### config.mk
export PLATFORM = sky130hd
export DESIGN_NAME = mcdf_formatter
export DESIGN_NICKNAME = d
export VERILOG_FILES = /design/src/rtl/mcdf_formatter.sv
export SDC_FILE = /design/constraint.sdc
export NUM_CORES = 1
export LEC_CHECK = 0
export CAP_MARGIN = 20
export CORE_MARGIN = 5
export CORE_UTILIZATION = 60
export CTS_CLUSTER_SIZE = 14
export DETAILED_ROUTE_END_ITERATION = 16
export PLACE_DENSITY_LB_ADDON = 0.12
export SETUP_SLACK_MARGIN = 0.2
export SYNTH_ARGS = -nofsm -noshare
export SYNTH_HDL_FRONTEND = slang
export SYNTH_SLANG_ARGS = --single-unit
### constraint.sdc
create_clock -name clk_i -period 4.6 [get_ports clk_i]
set_input_delay 1.38 -clock clk_i [delete_from_list [all_inputs] [get_ports clk_i]]
set_output_delay 1.38 -clock clk_i [all_outputs]
set_load 0.05 [all_outputs]
### src/rtl/mcdf_formatter.sv
// Store-and-forward packet formatter sitting behind the MCDF arbiter.
// Pulls one package through id_req/ack, buffers it, then bursts it out framed by start/end.
module mcdf_formatter #(
  parameter int DATA_W  = 32,
  parameter int MAX_LEN = 32,
  parameter int TIMEOUT = 16
) (
  input  logic              clk_i,
  input  logic              rstn_i,
  input  logic              a2f_val_i,
  input  logic [1:0]        a2f_id_i,
  input  logic [DATA_W-1:0] a2f_data_i,
  input  logic [2:0]        a2f_pkglen_sel_i,
  output logic              f2a_id_req_o,
  output logic              f2a_ack_o,
  input  logic              fmt_grant_i,
  output logic              fmt_req_o,
  output logic [1:0]        fmt_chid_o,
  output logic [5:0]        fmt_length_o,
  output logic [DATA_W-1:0] fmt_data_o,
  output logic              fmt_start_o,
  output logic              fmt_end_o,
  output logic              pkt_drop_o
);

  localparam int IW = $clog2(MAX_LEN);
  localparam int TW = $clog2(TIMEOUT + 1);

  typedef enum logic [2:0] {IDLE, REQ, ACK, RECV, SEND_REQ, SEND} state_t;

  state_t            state, next_state;
  logic [DATA_W-1:0] buf_mem [MAX_LEN];
  logic [5:0]        wr_cnt, rd_cnt, len_r, wr_next, rd_next;
  logic [TW-1:0]     timeout_cnt;
  logic [1:0]        chid_r;
  logic              wr_last, rd_last, time_up;

  function automatic logic [5:0] len_decode(input logic [2:0] sel);
    case (sel)
      3'd0:    len_decode = 6'd4;
      3'd1:    len_decode = 6'd8;
      3'd2:    len_decode = 6'd16;
      default: len_decode = 6'd32;
    endcase
  endfunction

  assign wr_next = wr_cnt + 6'd1;
  assign rd_next = rd_cnt + 6'd1;
  assign wr_last = a2f_val_i && (wr_next == len_r);
  assign rd_last = (rd_cnt == len_r - 6'd1);
  assign time_up = !a2f_val_i && (timeout_cnt == TW'(TIMEOUT - 1));

  always_comb begin
    next_state = state;
    case (state)
      IDLE:     next_state = REQ;
      REQ:      next_state = ACK;
      ACK:      next_state = RECV;
      RECV: begin
        if (wr_last)      next_state = SEND_REQ;
        else if (time_up) next_state = IDLE;
      end
      SEND_REQ: if (fmt_grant_i) next_state = SEND;
      SEND:     if (rd_last) next_state = IDLE;
      default:  next_state = IDLE;
    endcase
  end

  // Buffer contents need no reset: only a fully written package is ever read.
  always_ff @(posedge clk_i) begin
    if (state == RECV && a2f_val_i)
      buf_mem[wr_cnt[IW-1:0]] <= a2f_data_i;
  end

  always_ff @(posedge clk_i or negedge rstn_i) begin
    if (!rstn_i) begin
      state        <= IDLE;
      wr_cnt       <= '0;
      rd_cnt       <= '0;
      timeout_cnt  <= '0;
      chid_r       <= '0;
      len_r        <= '0;
      f2a_id_req_o <= 1'b0;
      f2a_ack_o    <= 1'b0;
      fmt_req_o    <= 1'b0;
      fmt_chid_o   <= '0;
      fmt_length_o <= '0;
      fmt_data_o   <= '0;
      fmt_start_o  <= 1'b0;
      fmt_end_o    <= 1'b0;
      pkt_drop_o   <= 1'b0;
    end else begin
      state        <= next_state;
      f2a_id_req_o <= (next_state == REQ);
      f2a_ack_o    <= (next_state == ACK);
      fmt_req_o    <= (next_state == SEND_REQ);
      pkt_drop_o   <= 1'b0;
      fmt_data_o   <= '0;
      fmt_start_o  <= 1'b0;
      fmt_end_o    <= 1'b0;

      case (state)
        ACK: begin
          chid_r      <= a2f_id_i;
          len_r       <= len_decode(a2f_pkglen_sel_i);
          wr_cnt      <= '0;
          timeout_cnt <= '0;
        end
        RECV: begin
          if (a2f_val_i) begin
            wr_cnt      <= wr_next;
            timeout_cnt <= '0;
            if (wr_last) begin
              fmt_chid_o   <= chid_r;
              fmt_length_o <= len_r;
            end
          end else begin
            timeout_cnt <= timeout_cnt + 1'b1;
            if (time_up)
              pkt_drop_o <= (wr_cnt != 6'd0);
          end
        end
        SEND_REQ: begin
          if (fmt_grant_i) begin
            rd_cnt      <= '0;
            fmt_data_o  <= buf_mem[0];
            fmt_start_o <= 1'b1;
            fmt_end_o   <= (len_r == 6'd1);
          end
        end
        SEND: begin
          // Output registers run one word ahead of rd_cnt so data lands the cycle after grant.
          if (!rd_last) begin
            rd_cnt     <= rd_next;
            fmt_data_o <= buf_mem[rd_next[IW-1:0]];
            fmt_end_o  <= (rd_next == len_r - 6'd1);
          end
        end
        default: ;
      endcase
    end
  end

endmodule

==> results by group, run 1 <==
Clock tree
  • Clk buf depth: 3
  • Total setup buffers inserted after CTS: 0
  • Clock Latency Late Sink: 0.66 ns
  • Num CTS Buffers: 105
  • Hold Buf Count CTS: 0
  • Reg clk slew, reported paths: 0.06 ns
  • # clock sinks: 1,094
  • Clock root cell: clkbuf_16
  • CTS tree: yes
  • CTS H-tree depth: 3
  • CTS-repair resized insts: 0

Drt
  • Via density: 6.316
  • 1st-iter DRT viols: 2,048
  • Routed Antenna Nets: 0
  • DRT Wirelength: 95,590 µm
  • Drc violations: 0
  • WL per Instance: 29.89 µm
  • DR vias: 20,200
  • DRT Pass-1 Iters: 5

Setup path
  • Critical Path Fanout Max: 37
  • WP buf/inv: 2
  • Arr. time, crit path: 3.95 ns
  • Crit path kind: reg2reg
  • Critical-path top delay cell: ha_4
  • CP delay by family, top: multiplexers
  • Worst path most repeated cell: mux4_2
  • Slowest stage delay, CP: 0.78 ns
  • CP Cell Sequence: inv_1 -> ha_4 -> buf_4 -> mux4_2 -> mux4_2 -> a22oi_1 -> nand2_1
  • Worst Path Required: 5.13 ns
  • CP startpoint kind: flip-flop
  • Crit. End Element: flip-flop

Timing
  • Post-layout minimum cycle time: 3.428 ns
  • RSZ-0062 raised after global routing: false
  • Hold Fails Final Rpt: 0
  • Peak Freq: 0.2917 GHz
  • Worst slew pin tran: 1.019 ns
  • Slew Limit Fails: 0
  • Final period util: 74.52%
  • Setup_tns: 0 ns
  • Final setup vio count: 0
  • Slew HR: 31.97%
  • Clock skew: 0.02543 ns

GRT
  • Largest net degree at the start of global routing: 89
  • First-pass GRT wire length: 141,700 µm
  • Number of global-route vias before repair: 21,080
  • GRT overflow: 0
  • GRT Total Usage: 25.92%
  • Initial antenna violation count: 0

Power and ir drop
  • Switch Pwr: 7.445 mW
  • Logic pwr share: 24.7%
  • Tot Pwr: 26.43 mW
  • Worst vdd ir: 0.3906 mV
  • Clock share of power: 32.3%
  • Pint: 18.98 mW
  • Switching Fraction: 28.17%
  • Static Leak: 16.35 nW
  • Power per Cell Area: 540.9 nW/µm²
  • Sequential power share: 42.9%

Layout
  • Fillcell total: 4,216
  • Commonest non-fill, non-tap cell in the layout: edfxtp_1
  • Area grow syn2layout: 16.00%
  • Util after Layout: 70.01%
  • Ant. Diodes: 0
  • Nets@finish: 2,223
  • Post-Layout Cell Count: 3,198
  • Layout cell share with drive strength beyond 1: 26.88%
  • Most frequent cells in the layout: edfxtp_1 (1,024), mux4_2 (285), nand2_1 (163), clkbuf_16 (110), clkdlybuf4s50_1 (83)
  • Cell area after layout: 48,860 µm²

Floorplan
  • Die Y: 275.0 µm
  • Cell row count: 97
  • Die area: 75,600 µm²
  • Num ports: 87
  • CORE AREA: 69,790 µm²
  • Die width: 275.0 µm
  • Initial Util: 60.35%

Placed design
  • Cells after DPL: 2,993
  • DP HPWL: 56,310 µm
  • Gpl congestion: 0.8016
  • Post-DP Area: 45,140 µm²
  • Number of port buffers: 84

Outcome
  • Status: finished, final reports clean

Worst hold path
  • Hold Crit Class: reg2reg

Synthesis
  • Distinct cells, synth: 47
  • Post-synth ARST share: 6.399%
  • Number of warnings issued by yosys: 0
  • Number of synthesized flops with an enable pin: 1,024
  • Sequential share of the synthesized area: 77.16%
  • Syn Area/Cell: 21.48 µm²
  • Netlist Area Pre-Place: 42,120 µm²
  • Post-Synthesis Cells: 1,961
  • Primary FF master, synth: edfxtp_1
  • Register bit total from synthesis: 1,094

Job
  • Max cap viols: 0
## worst min-delay path, cell delays in order (launching register included)
cell     delay, ns
dfrtp_1       0.34
nand2_1       0.05
nand2_1       0.06
## through the flow
| stage | worst slack [ns] | hold WS (ns) |
|---|---|---|
| 2_1_floorplan | 0.8537 | 0.4372 |
| 3_3_place_gp | 0.8622 | 0.4526 |
| 3_5_place_dp | 0.8265 | 0.4640 |
| 4_1_cts | 1.116 | 0.4776 |
| 5_1_grt | 0.9203 | 0.5112 |
| 6_report | 1.172 | 0.4764 |
## power by group through the flow
| stage | sequential [mW] | clock (mW) | combinational, mW |
|---|---|---|---|
| after global routing | 11.4 | 9.12 | 6.94 |
| after detailed placement | 11.6 | 0 | 6.54 |
| final | 11.3 | 8.54 | 6.54 |
| after CTS | 11.4 | 8.67 | 6.58 |
| after global placement | 11.5 | 0 | 6.45 |
| after floorplan | 11.5 | 0 | 4.31 |
## layer usage
metal / vias to the layer above / GRT usage (%) / routed length [µm]
met5: - / 0 / 0
met4: 0 / 8.744 / 3149
met3: 157 / 4.369 / 6404
met2: 816 / 43.23 / 49210
met1: 10720 / 35.71 / 36830
li1: 8502 / - / -
## synth_stat cells (3+ instances only)
library cell,n,area [µm²]
a21o_1,3,22.52
xor2_1,8,70.07
buf_2,37,185.2
o21ai_0,14,70.07
nand4_1,5,31.28
a22oi_1,31,232.7
nor2_1,45,168.9
and3_1,3,18.77
mux4_2,285,6419
nand3_1,81,405.4
dfrtp_1,70,1752
inv_1,9,33.78
nand2_1,163,611.8
nand2b_1,6,37.54
xnor2_1,15,131.4
a31oi_1,3,18.77
o31ai_1,3,22.52
buf_1,7,26.28
mux2i_1,31,310.3
clkbuf_1,47,176.4
o21ai_1,6,30.03
nor2b_1,4,25.02
buf_6,8,90.09
mux2_1,6,67.56
edfxtp_1,1024,30750
nand3b_1,4,30.03
nor3_1,6,30.03
ha_1,10,125.1
buf_4,4,30.03
## final cells by class
| cell class | count | area, µm² | area share, % |
|---|---|---|---|
| flip-flops and latches | 1094 | 32500 | 66.53 |
| multi-input cells | 756 | 9393 | 19.23 |
| clock buffers | 140 | 2830 | 5.793 |
| repair buffers | 206 | 2332 | 4.774 |
| well taps | 940 | 1176 | 2.407 |
| clock inverters | 53 | 586.8 | 1.201 |
| inverters | 9 | 33.78 | 0.06915 |
## kinds of logic after synthesis
kind of cell / after synthesis / share of synthesized area (%)
other cells: 1 / 0.008903
fa+ha+maj: 10 / 0.2971
compound gates: 69 / 1.114
xor+xnor: 24 / 0.5436
mux: 323 / 16.16
buf+inv: 112 / 1.286
flops: 1094 / 77.16
simple gates: 328 / 3.422
## registers in the layout (all words and copies together), names as in the netlist, 2 cells and up
register      count
fmt_length_o      4
timeout_cnt       5
buf_mem        1024
len_r             4
fmt_chid_o        2
state             3
wr_cnt            6
fmt_data_o       32
chid_r            2
rd_cnt            6
## path summary, 6_finish.rpt
| kind | start | slack, ns | cells past startpoint | to |
|---|---|---|---|---|
| worst min register to register | chid_r[1] | 0.48 | 2 | chid_r[1] |
| worst max-delay path | rd_cnt[0] | 1.17 | 7 | fmt_data_o[24] |
| max in group asynchronous | rstn_i | 2.92 | 2 | fmt_data_o[3] |
| min in group asynchronous | rstn_i | 0.84 | 1 | fmt_data_o[15] |
| worst min-delay path | chid_r[1] | 0.48 | 2 | chid_r[1] |
| worst max register to register | rd_cnt[0] | 1.17 | 7 | fmt_data_o[24] |
(Power assumes the default switching activity.)
==> run 2: changes to the inputs <==
Clock period 4.6 ns to 3.6 ns, I/O delays scaled along.
==> run 2 against run 1 <==
Effect of this change:
- utilization fell by 0.083 points
- first-iteration DRC count increased by 18%
- largest cell class unchanged
- sequential power is 28% higher
- clock power is 26% higher
==> results by group, run 2 (synthesized netlist as in run 1, its figures left out) <==
Clock tree
  • Clock Latency Late Sink: 0.68 ns (+0.02 ns)
  • Reg clk slew, reported paths: 0.07 ns (about the same)
  • CTS H-tree depth: 3 (unchanged)
  • # clock sinks: 1,094 (unchanged)
  • Num CTS Buffers: 105 (unchanged)
  • Hold Buf Count CTS: 0 (unchanged)
  • Clk buf depth: 3 (unchanged)
  • CTS-repair resized insts: 0 (unchanged)
  • Total setup buffers inserted after CTS: 0 (unchanged)
  • CTS tree: yes
  • Clock root cell: clkbuf_16

Setup path
  • CP Cell Sequence: clkdlybuf4s50_1
  • Crit. End Element: primary output
  • Slowest stage delay, CP: 0.85 ns (+0.07 ns)
  • WP buf/inv: 1 (-1)
  • Crit path kind: reg2out
  • CP startpoint kind: flip-flop
  • Critical-path top delay cell: clkdlybuf4s50_1
  • Arr. time, crit path: 2.00 ns (-1.95 ns)
  • Critical Path Fanout Max: 1 (-97%)
  • Worst Path Required: 2.52 ns (-2.61 ns)
  • CP delay by family, top: buffers and inverters

Floorplan
  • Die Y: 275.0 µm (unchanged)
  • CORE AREA: 69,790 µm² (unchanged)
  • Initial Util: 60.35% (unchanged)
  • Cell row count: 97 (unchanged)
  • Num ports: 87 (unchanged)
  • Die width: 275.0 µm (unchanged)
  • Die area: 75,600 µm² (unchanged)

Layout
  • Commonest non-fill, non-tap cell in the layout: edfxtp_1
  • Most frequent cells in the layout: edfxtp_1 (1,024), mux4_2 (285), nand2_1 (163), buf_4 (110), clkbuf_16 (107)
  • Ant. Diodes: 0 (unchanged)
  • Largest register FFs: 1,024 (unchanged)
  • Fillcell total: 4,251 (+0.83%)
  • Nets@finish: 2,242 (+0.85%)
  • Layout cell share with drive strength beyond 1: 27.21% (+0.33 points)
  • Register area: 32,500 µm² (unchanged)
  • Area of the multi-input gates: 9393 µm² (unchanged)
  • Area grow syn2layout: 15.86%

GRT
  • GRT Total Usage: 26.32% (+0.39 points)
  • Number of global-route vias before repair: 21,170 (+0.45%)
  • Largest net degree at the start of global routing: 59 (-34%)
  • First-pass GRT wire length: 143,700 µm (+1.4%)
  • Initial antenna violation count: 0 (unchanged)
  • GRT overflow: 0 (unchanged)

Outcome
  • Status: finished, final reports clean

Power and ir drop
  • Static Leak: 16.37 nW (+0.11%)
  • Power per Cell Area: 690.4 nW/µm² (+28%)
  • Worst vdd ir: 0.5572 mV (+43%)
  • Tot Pwr: 33.69 mW (+27%)

Job
  • Max cap viols: 0 (unchanged)

Timing
  • Hold Fails Final Rpt: 0 (unchanged)
  • Clock skew: 0.03340 ns (+0.007970 ns)
  • Peak Freq: 0.3247 GHz
  • Final setup vio count: 0 (unchanged)
  • RSZ-0062 raised after global routing: false
  • Slew Limit Fails: 0 (unchanged)
  • Post-layout minimum cycle time: 3.080 ns
  • Final period util: 85.55%
  • Worst slew pin tran: 0.8550 ns (-0.1639 ns)
  • Setup_tns: 0 ns (unchanged)
  • Slew HR: 42.86% (+11 points)

Placed design
  • DP HPWL: 58,370 µm (+3.7%)
  • Gpl congestion: 0.8125 (+1.4%)
  • Number of port buffers: 84 (unchanged)

Drt
  • WL per Instance: 30.04 µm (+0.49%)
  • Drc violations: 0 (unchanged)
  • DRT Wirelength: 96,780 µm (+1.2%)
  • DRT Pass-1 Iters: 5 (unchanged)
  • DR vias: 20,540 (+1.7%)
  • Via density: 6.374 (+0.92%)
  • Routed Antenna Nets: 0 (unchanged)
  • 1st-iter DRT viols: 2,412 (+18%)

Worst hold path
  • Hold Crit Class: in2async
## run 2: cell count changes in the layout (fill, tap and decap cells not counted), sizes merged
cell,change
buf,+23
clkbuf,+11
clkinvlp,-5
bufinv,-4
clkinv,-2
inv,+1
## run 2: per-stage QoR
step           setup slack (ns)  util (%)  area, µm²  std cells  hold slack (ns)
2_1_floorplan            0.1537         -      42120       1962           0.4372
3_3_place_gp             0.2387     65.06      45400       3024           0.4534
3_5_place_dp             0.2584     65.06      45400       3024           0.4592
4_1_cts                  0.4626     69.93      48800       3222           0.3631
5_1_grt                  0.3499     69.93      48800       3222           0.3788
6_report                 0.5202     69.93      48800       3222           0.3841
## run 2: layout make-up
class	count	area share, %
inverters	9	0.06923
flip-flops and latches	1094	66.61
repair buffers	225	4.707
clock buffers	155	6.020
well taps	940	2.410
multi-input cells	756	19.25
clock inverters	43	0.9358
## run 2: power breakdown
part / internal [mW] / switching [mW] / leakage, nW
registers: 14.2 / 0.247 / 10.1
clock network: 6.23 / 4.56 / 1.65
logic: 3.69 / 4.73 / 4.58
## run 2: worst paths after layout
kind,start,to,slack (ns),depth (start not counted)
worst max-delay path,fmt_data_o[26],fmt_data_o[26],0.52,1
worst min-delay path,rstn_i,fmt_data_o[16],0.38,1
worst max register to register,rd_cnt[1],fmt_data_o[8],0.54,8
worst min register to register,chid_r[1],chid_r[1],0.47,2
max in group asynchronous,rstn_i,fmt_data_o[15],2.49,2
min in group clk_i,chid_r[1],chid_r[1],0.47,2
## run 2: layer usage
layer	global-route usage (%)	part of all wire (%)	wire length [µm]
met5	0	0	0
met4	8.070	3.2	3104
met2	44.15	51	49800
met1	36.87	39	37290
met3	3.811	6.8	6589
